**config.mk**
```make
export PLATFORM = sky130hd
export DESIGN_NAME = resource_dispenser
export DESIGN_NICKNAME = d
export VERILOG_FILES = /design/src/rtl/resource_pkg.sv /design/src/rtl/resource_sub_check.sv /design/src/rtl/resource_dispenser.sv
export SDC_FILE = /design/constraint.sdc
export NUM_CORES = 1
export LEC_CHECK = 0
export CORE_UTILIZATION = 44
export CTS_BUF_LIST = sky130_fd_sc_hd__clkbuf_4
export DETAILED_ROUTE_END_ITERATION = 8
export GPL_ROUTABILITY_DRIVEN = 0
export PLACE_DENSITY = 0.71
export SKIP_CTS_REPAIR_TIMING = 1
export SKIP_LAST_GASP = 1
export SLEW_MARGIN = 5
export SYNTH_ARGS = -nofsm -noshare
export SYNTH_HDL_FRONTEND = slang
export SYNTH_SLANG_ARGS = --single-unit
```
**constraint.sdc**
```tcl
create_clock -name clk -period 7.54 [get_ports clk]
set_clock_uncertainty 0.1 [all_clocks]
set_input_delay 1.131 -clock clk [delete_from_list [all_inputs] [get_ports clk]]
set_output_delay 1.131 -clock clk [all_outputs]
set_load 0.05 [all_outputs]
```
**src/rtl/resource_pkg.sv**
```systemverilog
// Shared types and widths for the suit resource stores and the dispenser FSM.
package resource_pkg;

    localparam int ENERGY_W = 8;
    localparam int TRACER_W = 6;
    localparam int FLUID_W  = 4;

    localparam logic [ENERGY_W-1:0] ENERGY_FULL = 8'd255;
    localparam logic [TRACER_W-1:0] TRACER_FULL = 6'd63;
    localparam logic [FLUID_W-1:0]  FLUID_FULL  = 4'd15;

    typedef enum logic [1:0] {
        KIND_REPULSOR = 2'd0,
        KIND_WEB      = 2'd1,
        KIND_HEAL     = 2'd2,
        KIND_COMBO    = 2'd3
    } act_kind_e;

    typedef enum logic [2:0] {
        IDLE   = 3'd0,
        CHECK  = 3'd1,
        COMMIT = 3'd2,
        DENY   = 3'd3,
        RESP   = 3'd4
    } state_e;

endpackage

```
**src/rtl/resource_sub_check.sv**
```systemverilog
// Unsigned level-minus-cost for one store of width W; combinational, no backpressure.
// A cost wider than the store always compares as short, so range errors fold into the borrow.
module resource_sub_check #(
    parameter int W = 8
) (
    input  logic [W-1:0] level_i,
    input  logic [7:0]   cost_i,
    output logic [W-1:0] diff_o,
    output logic         short_o
);

    assign short_o = cost_i > 8'(level_i);
    assign diff_o  = level_i - cost_i[W-1:0];

endmodule

```
**src/rtl/resource_dispenser.sv**
```systemverilog
// Checks action cost against the resource stores and writes back the decremented level.
// Latency: accept T0, CHECK T1, write pulse T2, response from T3; act_ready low until rsp handshake.
// Optional energy recharge under RESOURCE_RECHARGE_EN; recharge writes steal act_ready for one IDLE cycle.
module resource_dispenser
    import resource_pkg::*;
#(
    parameter int RECHARGE_PERIOD = 16
) (
    input  logic                clk,
    input  logic                reset,
    input  logic                act_valid,
    output logic                act_ready,
    input  logic [1:0]          act_kind,
    input  logic [7:0]          act_cost,
    input  logic [ENERGY_W-1:0] energy_q,
    input  logic [TRACER_W-1:0] tracer_q,
    input  logic [FLUID_W-1:0]  fluid_q,
    output logic [ENERGY_W-1:0] energy_d,
    output logic                energy_we,
    output logic [TRACER_W-1:0] tracer_d,
    output logic                tracer_we,
    output logic [FLUID_W-1:0]  fluid_d,
    output logic                fluid_we,
    output logic                rsp_valid,
    input  logic                rsp_ready,
    output logic                rsp_granted,
    output logic [7:0]          rsp_remaining
);

    state_e              state_q, state_d;
    act_kind_e           kind_q, kind_d;
    logic [7:0]          cost_q, cost_d;
    logic                act_ready_q, act_ready_d;
    logic [ENERGY_W-1:0] energy_dat_q, energy_dat_d;
    logic [TRACER_W-1:0] tracer_dat_q, tracer_dat_d;
    logic [FLUID_W-1:0]  fluid_dat_q, fluid_dat_d;
    logic                energy_we_q, energy_we_d;
    logic                tracer_we_q, tracer_we_d;
    logic                fluid_we_q, fluid_we_d;
    logic                rsp_valid_q, rsp_valid_d;
    logic                granted_q, granted_d;
    logic [7:0]          remaining_q, remaining_d;

    logic [ENERGY_W-1:0] e_diff;
    logic [TRACER_W-1:0] t_diff;
    logic [FLUID_W-1:0]  f_diff;
    logic                e_short, t_short, f_short;
    logic [7:0]          f_cost;
    logic                use_energy, use_tracer, use_fluid, deny;
    logic [7:0]          remaining;

    // Combo always burns exactly one unit of fluid on top of the energy cost.
    assign f_cost = (kind_q == KIND_COMBO) ? 8'd1 : cost_q;

    resource_sub_check #(.W(ENERGY_W)) u_energy_chk (
        .level_i(energy_q), .cost_i(cost_q), .diff_o(e_diff), .short_o(e_short)
    );
    resource_sub_check #(.W(TRACER_W)) u_tracer_chk (
        .level_i(tracer_q), .cost_i(cost_q), .diff_o(t_diff), .short_o(t_short)
    );
    resource_sub_check #(.W(FLUID_W)) u_fluid_chk (
        .level_i(fluid_q), .cost_i(f_cost), .diff_o(f_diff), .short_o(f_short)
    );

    always_comb begin
        use_energy = 1'b0;
        use_tracer = 1'b0;
        use_fluid  = 1'b0;
        deny       = 1'b0;
        remaining  = '0;
        case (kind_q)
            KIND_REPULSOR: begin
                use_energy = 1'b1;
                deny       = e_short;
                remaining  = e_short ? energy_q : e_diff;
            end
            KIND_WEB: begin
                use_tracer = 1'b1;
                deny       = t_short;
                remaining  = {{(8-TRACER_W){1'b0}}, (t_short ? tracer_q : t_diff)};
            end
            KIND_HEAL: begin
                use_fluid = 1'b1;
                deny      = f_short;
                remaining = {{(8-FLUID_W){1'b0}}, (f_short ? fluid_q : f_diff)};
            end
            default: begin
                use_energy = 1'b1;
                use_fluid  = 1'b1;
                deny       = e_short | f_short;
                remaining  = deny ? energy_q : e_diff;
            end
        endcase
    end

`ifdef RESOURCE_RECHARGE_EN
    logic [15:0] rch_cnt_q;
    logic        rch_pend_q;
    logic        rch_tick;
    logic        rch_clr;

    assign rch_tick = (rch_cnt_q == 16'(RECHARGE_PERIOD - 1));

    always_ff @(posedge clk) begin
        if (reset) begin
            rch_cnt_q  <= '0;
            rch_pend_q <= 1'b0;
        end else begin
            rch_cnt_q  <= rch_tick ? '0 : rch_cnt_q + 16'd1;
            rch_pend_q <= (rch_pend_q & ~rch_clr) | rch_tick;
        end
    end
`else
    logic unused_recharge_cfg;
    assign unused_recharge_cfg = (RECHARGE_PERIOD > 0);
`endif

    always_comb begin
        state_d      = state_q;
        kind_d       = kind_q;
        cost_d       = cost_q;
        energy_we_d  = 1'b0;
        tracer_we_d  = 1'b0;
        fluid_we_d   = 1'b0;
        energy_dat_d = '0;
        tracer_dat_d = '0;
        fluid_dat_d  = '0;
        granted_d    = granted_q;
        remaining_d  = remaining_q;
`ifdef RESOURCE_RECHARGE_EN
        rch_clr      = 1'b0;
`endif
        case (state_q)
            IDLE: begin
                if (act_valid && act_ready_q) begin
                    state_d = CHECK;
                    kind_d  = act_kind_e'(act_kind);
                    cost_d  = act_cost;
                end
            end
            CHECK: begin
                state_d     = deny ? DENY : COMMIT;
                granted_d   = ~deny;
                remaining_d = remaining;
                if (!deny) begin
                    energy_we_d = use_energy && (cost_q != 8'd0);
                    tracer_we_d = use_tracer && (cost_q != 8'd0);
                    fluid_we_d  = use_fluid  && (f_cost != 8'd0);
                end
                energy_dat_d = energy_we_d ? e_diff : '0;
                tracer_dat_d = tracer_we_d ? t_diff : '0;
                fluid_dat_d  = fluid_we_d  ? f_diff : '0;
            end
            COMMIT, DENY: state_d = RESP;
            RESP: begin
                if (rsp_ready) begin
                    state_d     = IDLE;
                    granted_d   = 1'b0;
                    remaining_d = '0;
                end
            end
            default: state_d = IDLE;
        endcase
`ifdef RESOURCE_RECHARGE_EN
        // Skip while a write is still landing so energy_q is never stale.
        if (state_d == IDLE && rch_pend_q && !energy_we_q) begin
            rch_clr = 1'b1;
            if (energy_q != ENERGY_FULL) begin
                energy_we_d  = 1'b1;
                energy_dat_d = energy_q + 8'd1;
            end
        end
`endif
        rsp_valid_d = (state_d == RESP);
        act_ready_d = (state_d == IDLE) && !energy_we_d;
    end

    always_ff @(posedge clk) begin
        if (reset) begin
            state_q      <= IDLE;
            kind_q       <= KIND_REPULSOR;
            cost_q       <= '0;
            act_ready_q  <= 1'b0;
            energy_we_q  <= 1'b0;
            tracer_we_q  <= 1'b0;
            fluid_we_q   <= 1'b0;
            energy_dat_q <= '0;
            tracer_dat_q <= '0;
            fluid_dat_q  <= '0;
            rsp_valid_q  <= 1'b0;
            granted_q    <= 1'b0;
            remaining_q  <= '0;
        end else begin
            state_q      <= state_d;
            kind_q       <= kind_d;
            cost_q       <= cost_d;
            act_ready_q  <= act_ready_d;
            energy_we_q  <= energy_we_d;
            tracer_we_q  <= tracer_we_d;
            fluid_we_q   <= fluid_we_d;
            energy_dat_q <= energy_dat_d;
            tracer_dat_q <= tracer_dat_d;
            fluid_dat_q  <= fluid_dat_d;
            rsp_valid_q  <= rsp_valid_d;
            granted_q    <= granted_d;
            remaining_q  <= remaining_d;
        end
    end

    assign act_ready     = act_ready_q;
    assign energy_d      = energy_dat_q;
    assign energy_we     = energy_we_q;
    assign tracer_d      = tracer_dat_q;
    assign tracer_we     = tracer_we_q;
    assign fluid_d       = fluid_dat_q;
    assign fluid_we      = fluid_we_q;
    assign rsp_valid     = rsp_valid_q;
    assign rsp_granted   = granted_q;
    assign rsp_remaining = remaining_q;

endmodule

```
After elaboration in Yosys (flattened, before gate mapping) --
Cells that the tools add are included.
Operators by class: bitwise operators 6, mux-type cells 25, magnitude comparators 3, add/subtract/negate cells 3, equal/unequal tests 9, reductions and logical operators 21
Operator list (count):
- $mux W8 | 4
- $pmux W8 S3 | 1
- $pmux W8 S2 | 1
- $reduce_bool A8 Y1 | 2
- $mux W1 | 12
- $pmux W3 S4 | 1
- $reduce_or A3 Y1 | 3
- $gt A8 B4 Y1 | 1
- $gt A8 B6 Y1 | 1
- $gt A8 B8 Y1 | 1
- $reduce_or A2 Y1 | 4
- $sub A8 B8 Y8 | 1
- $eq A3 B2 Y1 const B | 2
- $eq A3 B3 Y1 const B | 2
- $logic_not A3 Y1 | 2
- $mux W3 | 2
- $mux W6 | 1
- $sub A6 B6 Y6 | 1
- $logic_and A1 B1 Y1 | 5
- $not A1 Y1 | 5
- $eq A2 B2 Y1 const B | 2
- $mux W4 | 1
- $reduce_and A2 Y1 | 2
- $sub A4 B4 Y4 | 1
- other kinds (9) | 9
Storage, ports and cells: register bits after elaboration 45, input port bits 32, output and inout bits 32

Longest topological paths before layout --
word-level depth 10, mapped depth 15

Modules after synthesis --
A second synthesis with hierarchy kept.
Unflattened totals: cell total of the unflattened synthesis 309, area, all modules 2866.5 sq um
Modules (own cells, without submodules):
- resource_dispenser | cells each 183, area an instance 1923.1 sq um, instances 1, sequential area each 900.9 sq um
- resource_sub_check at u_tracer_chk | cells each 52, area an instance 386.6 sq um, instances 1, sequential area each 0.0 sq um
- resource_sub_check at u_energy_chk | cells each 45, area an instance 336.6 sq um, instances 1, sequential area each 0.0 sq um
- resource_sub_check at u_fluid_chk | cells each 29, area an instance 220.2 sq um, instances 1, sequential area each 0.0 sq um

Least setup slack after synthesis --
No wires, ideal clock.
path kind input port to flip-flop, start point in energy_q[0], end point reg remaining_q[1], in the netlist rsp_remaining[1], setup slack 3889 ps, data arrival time 3433 ps, required time 7323 ps, path buffers 0, stages 11, path through inv_1 ha_1 inv_1 fa_1 a21o_1 o21a_1 o22ai_1 mux2_2 a221oi_1 o311ai_0 a32o_1
On the way: cells in the longest elaborated chain, start to end 5, elaborated cells between the ends (all ways) 7, those cells by class 1 x add/sub; 1 x order compare; 4 x mux; 1 x bitwise
RTL lines:
- start: declaration | line resource_dispenser.sv:15 | input logic [ENERGY_W-1:0] energy_q,
- $gt A8 B8 Y1 | line resource_sub_check.sv:12 | assign short_o = cost_i > 8'(level_i);
- $or A1 B1 Y1 | line resource_dispenser.sv:90 | deny = e_short | f_short;
- $mux W8 | line resource_dispenser.sv:91 | remaining = deny ? energy_q : e_diff;
- $pmux W8 S3 (*) | line resource_dispenser.sv:71 | case (kind_q)
- $pmux W8 S2 (*) | line resource_dispenser.sv:133 | case (state_q)
- end signal: assignment | line resource_dispenser.sv:206 | remaining_q <= remaining_d;
- end: declaration | line resource_dispenser.sv:42 | logic [7:0] remaining_q, remaining_d;
Every way passes the cells marked *; elsewhere a longest branch is shown, timed or not. A chain may end at the register's enable or synchronous reset.

Worst setup path in the final report --
Ends and elaborated chain as after synthesis.

==> results.yml <==
floorplanning:
  die_x_microns: 83.61
  initial_core_util_pct: 45.89
  die_h_microns: 83.61
  die_area_sq_um: 6990
  ios: 64
  rows: 29
  coreArea_sq_um: 6386
route:
  wl_microns: 7098
  drc_errors: 0
  drt.antenna.violating_nets: 0
  detail_route.first_pass.iterations: 4
  first_iter_violations: 95
  wire_per_inst_microns: 15.04
  vias: 2541
  viasPerCell: 5.383
yosys:
  synth.largest_area_cell: "dfxtp_1"
  mappedNetlistNets: 396
  avgSynthCellArea_sq_um: 8.853
  ys_warn_count: 0
  synth.most_common_cell: "dfxtp_1"
  synth_top_area_share_pct: 30.74
  synth.cell_area_sq_um: 2930
  synthDistinctLibCells: 68
  ys.flop_type: "dfxtp_1"
  ys_ff_latch: 45
  synth-seq-area-share_pct: 30.74
  yosys-top-cells-count: "dfxtp_1 (45), inv_1 (35), nor2_1 (35)"
  async_flop_share_pct: 0
  yosys-top-cells-area: "dfxtp_1 (31%), ha_1 (13%), mux2i_1 (6.1%)"
  synth_edf_count: 0
  syn_inst: 331
clock_tree:
  htreeDepth: 2
  insertion_delay_ns: 0.37
  cts_buffer_depth: 2
  cts_tree: "built"
  cts.sinks: 45
  cts_buffers: 5
  cts-root-buf: "clkbuf_4"
  clk_pin_slew_worst_paths_ns: 0.13
worst_hold_path:
  holdPathStages: 2
  worstHoldStart: "rsp_remaining[6]"
  holdCritPathClass: "reg2reg"
power:
  irDropWorstVdd_v: 0.00008378
  p_switching_mw: 0.2216
  p_seq_share_pct: 42.7
  intPower_mw: 0.3803
  pwr-share-comb_pct: 37.1
  p_sw_share_pct: 36.82
  powerDensity_nw_per_um2: 163.2
  p_leak_nw: 1.516
  p_clk_share_pct: 20.3
  power_mw: 0.6019
global_route:
  grt_max_degree: 19
  antenna_found_initial: 0
  globalRouteOverflowTotal: 0
  grtUsageTotal_pct: 20.87
  grt_pass1_wl_microns: 11820
  grt_pass1_vias: 2514
sta:
  fin_ws_ns: 3.052
  fin_tns_setup_ns: 0
  max_slew_margin_pct: 24.81
  finalCritPeriodShare_pct: 59.53
  maxSlewViolCount: 0
  min_period_ns: 4.488
  rsz0062_at_grt: "false"
  setup_violations: 0
  hold_viol_final: 0
  worst_pin_slew_ns: 1.124
  fmax_ghz: 0.2228
worst_setup_path:
  path_cells: "clkdlybuf4s50_1, inv_1, ha_1, inv_1, fa_1, a21o_1, o21a_1, o22ai_1, mux2_2, a221oi_1, o311ai_0, a32o_1"
  crit_path_frequent_cell: "inv_1"
  arrival_ns: 4.66
  crit_fanout: 13
  critPathBufInv: 3
  worstReg2RegStart: "kind_q[0]"
  cp.required_ns: 7.71
  cp.depth: 12
  path_class: "in2reg"
  startpoint: "energy_q[0]"
  path_delay_family: "compound AO/OA/AOI/OAI gates"
  endpoint_kind: "flip-flop"
  cp-start-kind: "input pin"
  rr_worst_depth: 12
  slowest_stage: "o22ai_1"
  slowest_delay_ns: 0.80
cells_and_area:
  drive_gt1_share_pct: 8.861
  fillCellCount: 594
  fin_util_pct: 57.74
  finalNetCount: 459
  area_delta_synth_final_pct: 25.83
  instances_no_fill: 472
  insertedDiodeCount: 0
placed_design:
  place_inst: 464
  port_buffers: 63
  dp_hpwl_microns: 5635
  dpl_worst_slack_ns: 2.710
outcome:
  status: "finished, final reports clean"
flow_run:
  drv_cap: 0
[through the flow]
stage                     area (sq um)  hold WS, ns
after global placement            3627       0.3532
final                             3687       0.3795
after global routing              3687       0.3878
after detailed placement          3627       0.3517
after floorplan                   2930       0.4019
after CTS                         3687       0.3814
[layout by cell type (no fill, tap or decap), drive strengths merged, types with 4 or more instances in the layout]
cell type      synthesis  routed
a21oi                 17      17
o211ai                 4       4
dfxtp                 45      45
nor2                  40      40
clkdlybuf4s50          0      63
clkbuf                 4       5
mux2                   5       5
mux2i                 18      18
a211oi                 5       5
or2                    5       5
nor2b                  6       6
ha                    30      30
xor2                   6       6
nand3                  7       7
inv                   36      36
or3                    4       4
nand2                 20      20
o21a                   4       4
o21ai                 11      11
xnor2                  4       4
[final cells by class]
| class | instances | area, sq um | area share, % |
|---|---|---|---|
| Clock buffer | 5 | 37.54 | 1.018 |
| Clock inverter | 3 | 22.52 | 0.6108 |
| Inverter | 37 | 138.9 | 3.767 |
| Multi-Input combinational cell | 241 | 1853 | 50.25 |
| Sequential cell | 45 | 900.9 | 24.43 |
| Tap cell | 77 | 96.34 | 2.613 |
| Timing Repair Buffer | 64 | 638.1 | 17.31 |
[layer usage]
layer | track usage [%] | share of wire [%]
met5 | 0 | 0
met4 | 4.931 | 1.3
met3 | 4.154 | 4.5
met2 | 35.18 | 47
met1 | 27.39 | 47
[power by group through the flow]
stage               sequential (mW)  combinational (mW)  clock (mW)
floorplan                     0.276               0.142           0
global placement              0.262               0.219           0
detailed placement            0.262               0.220           0
CTS                           0.257               0.222       0.127
global route                  0.258               0.243       0.137
finish                        0.257               0.223       0.122
[worst min-delay path: cells and delay by family, from the launching register on]
family / cells / cell delay, ns
flops: 1 / 0.34
compound gates: 1 / 0.06
simple gates: 1 / 0.05
[path summary, 6_finish.rpt]
check / endpoint / slack [ns]
worst max-delay path: rsp_remaining[1] / 3.05
worst min-delay path: rsp_remaining[6] / 0.38
worst max register to register: fluid_d[3] / 3.47
worst min register to register: rsp_remaining[6] / 0.38
[state kept, by name, indices dropped and copies added, names as in the netlist]
register,count
fluid_d,4
tracer_d,6
cost_q,8
fluid_we,1
rsp_valid,1
rsp_granted,1
state_q,3
rsp_remaining,8
kind_q,2
energy_we,1
energy_d,8
tracer_we,1
act_ready,1
[logic make-up (layout without fill, tap and decap cells)]
group | after synthesis | count (layout) | share of synthesized area [%]
adders and majority gates | 33 | 33 | 14.86
muxes | 23 | 23 | 8.070
DFF | 45 | 45 | 30.74
buffers and inverters | 45 | 109 | 6.020
xor gates and xnor gates | 10 | 10 | 2.989
and+or+nand+nor | 100 | 100 | 17.55
AOI/OAI and AO/OA | 75 | 75 | 19.77
Note: power is estimated with default switching activity, not from simulation.
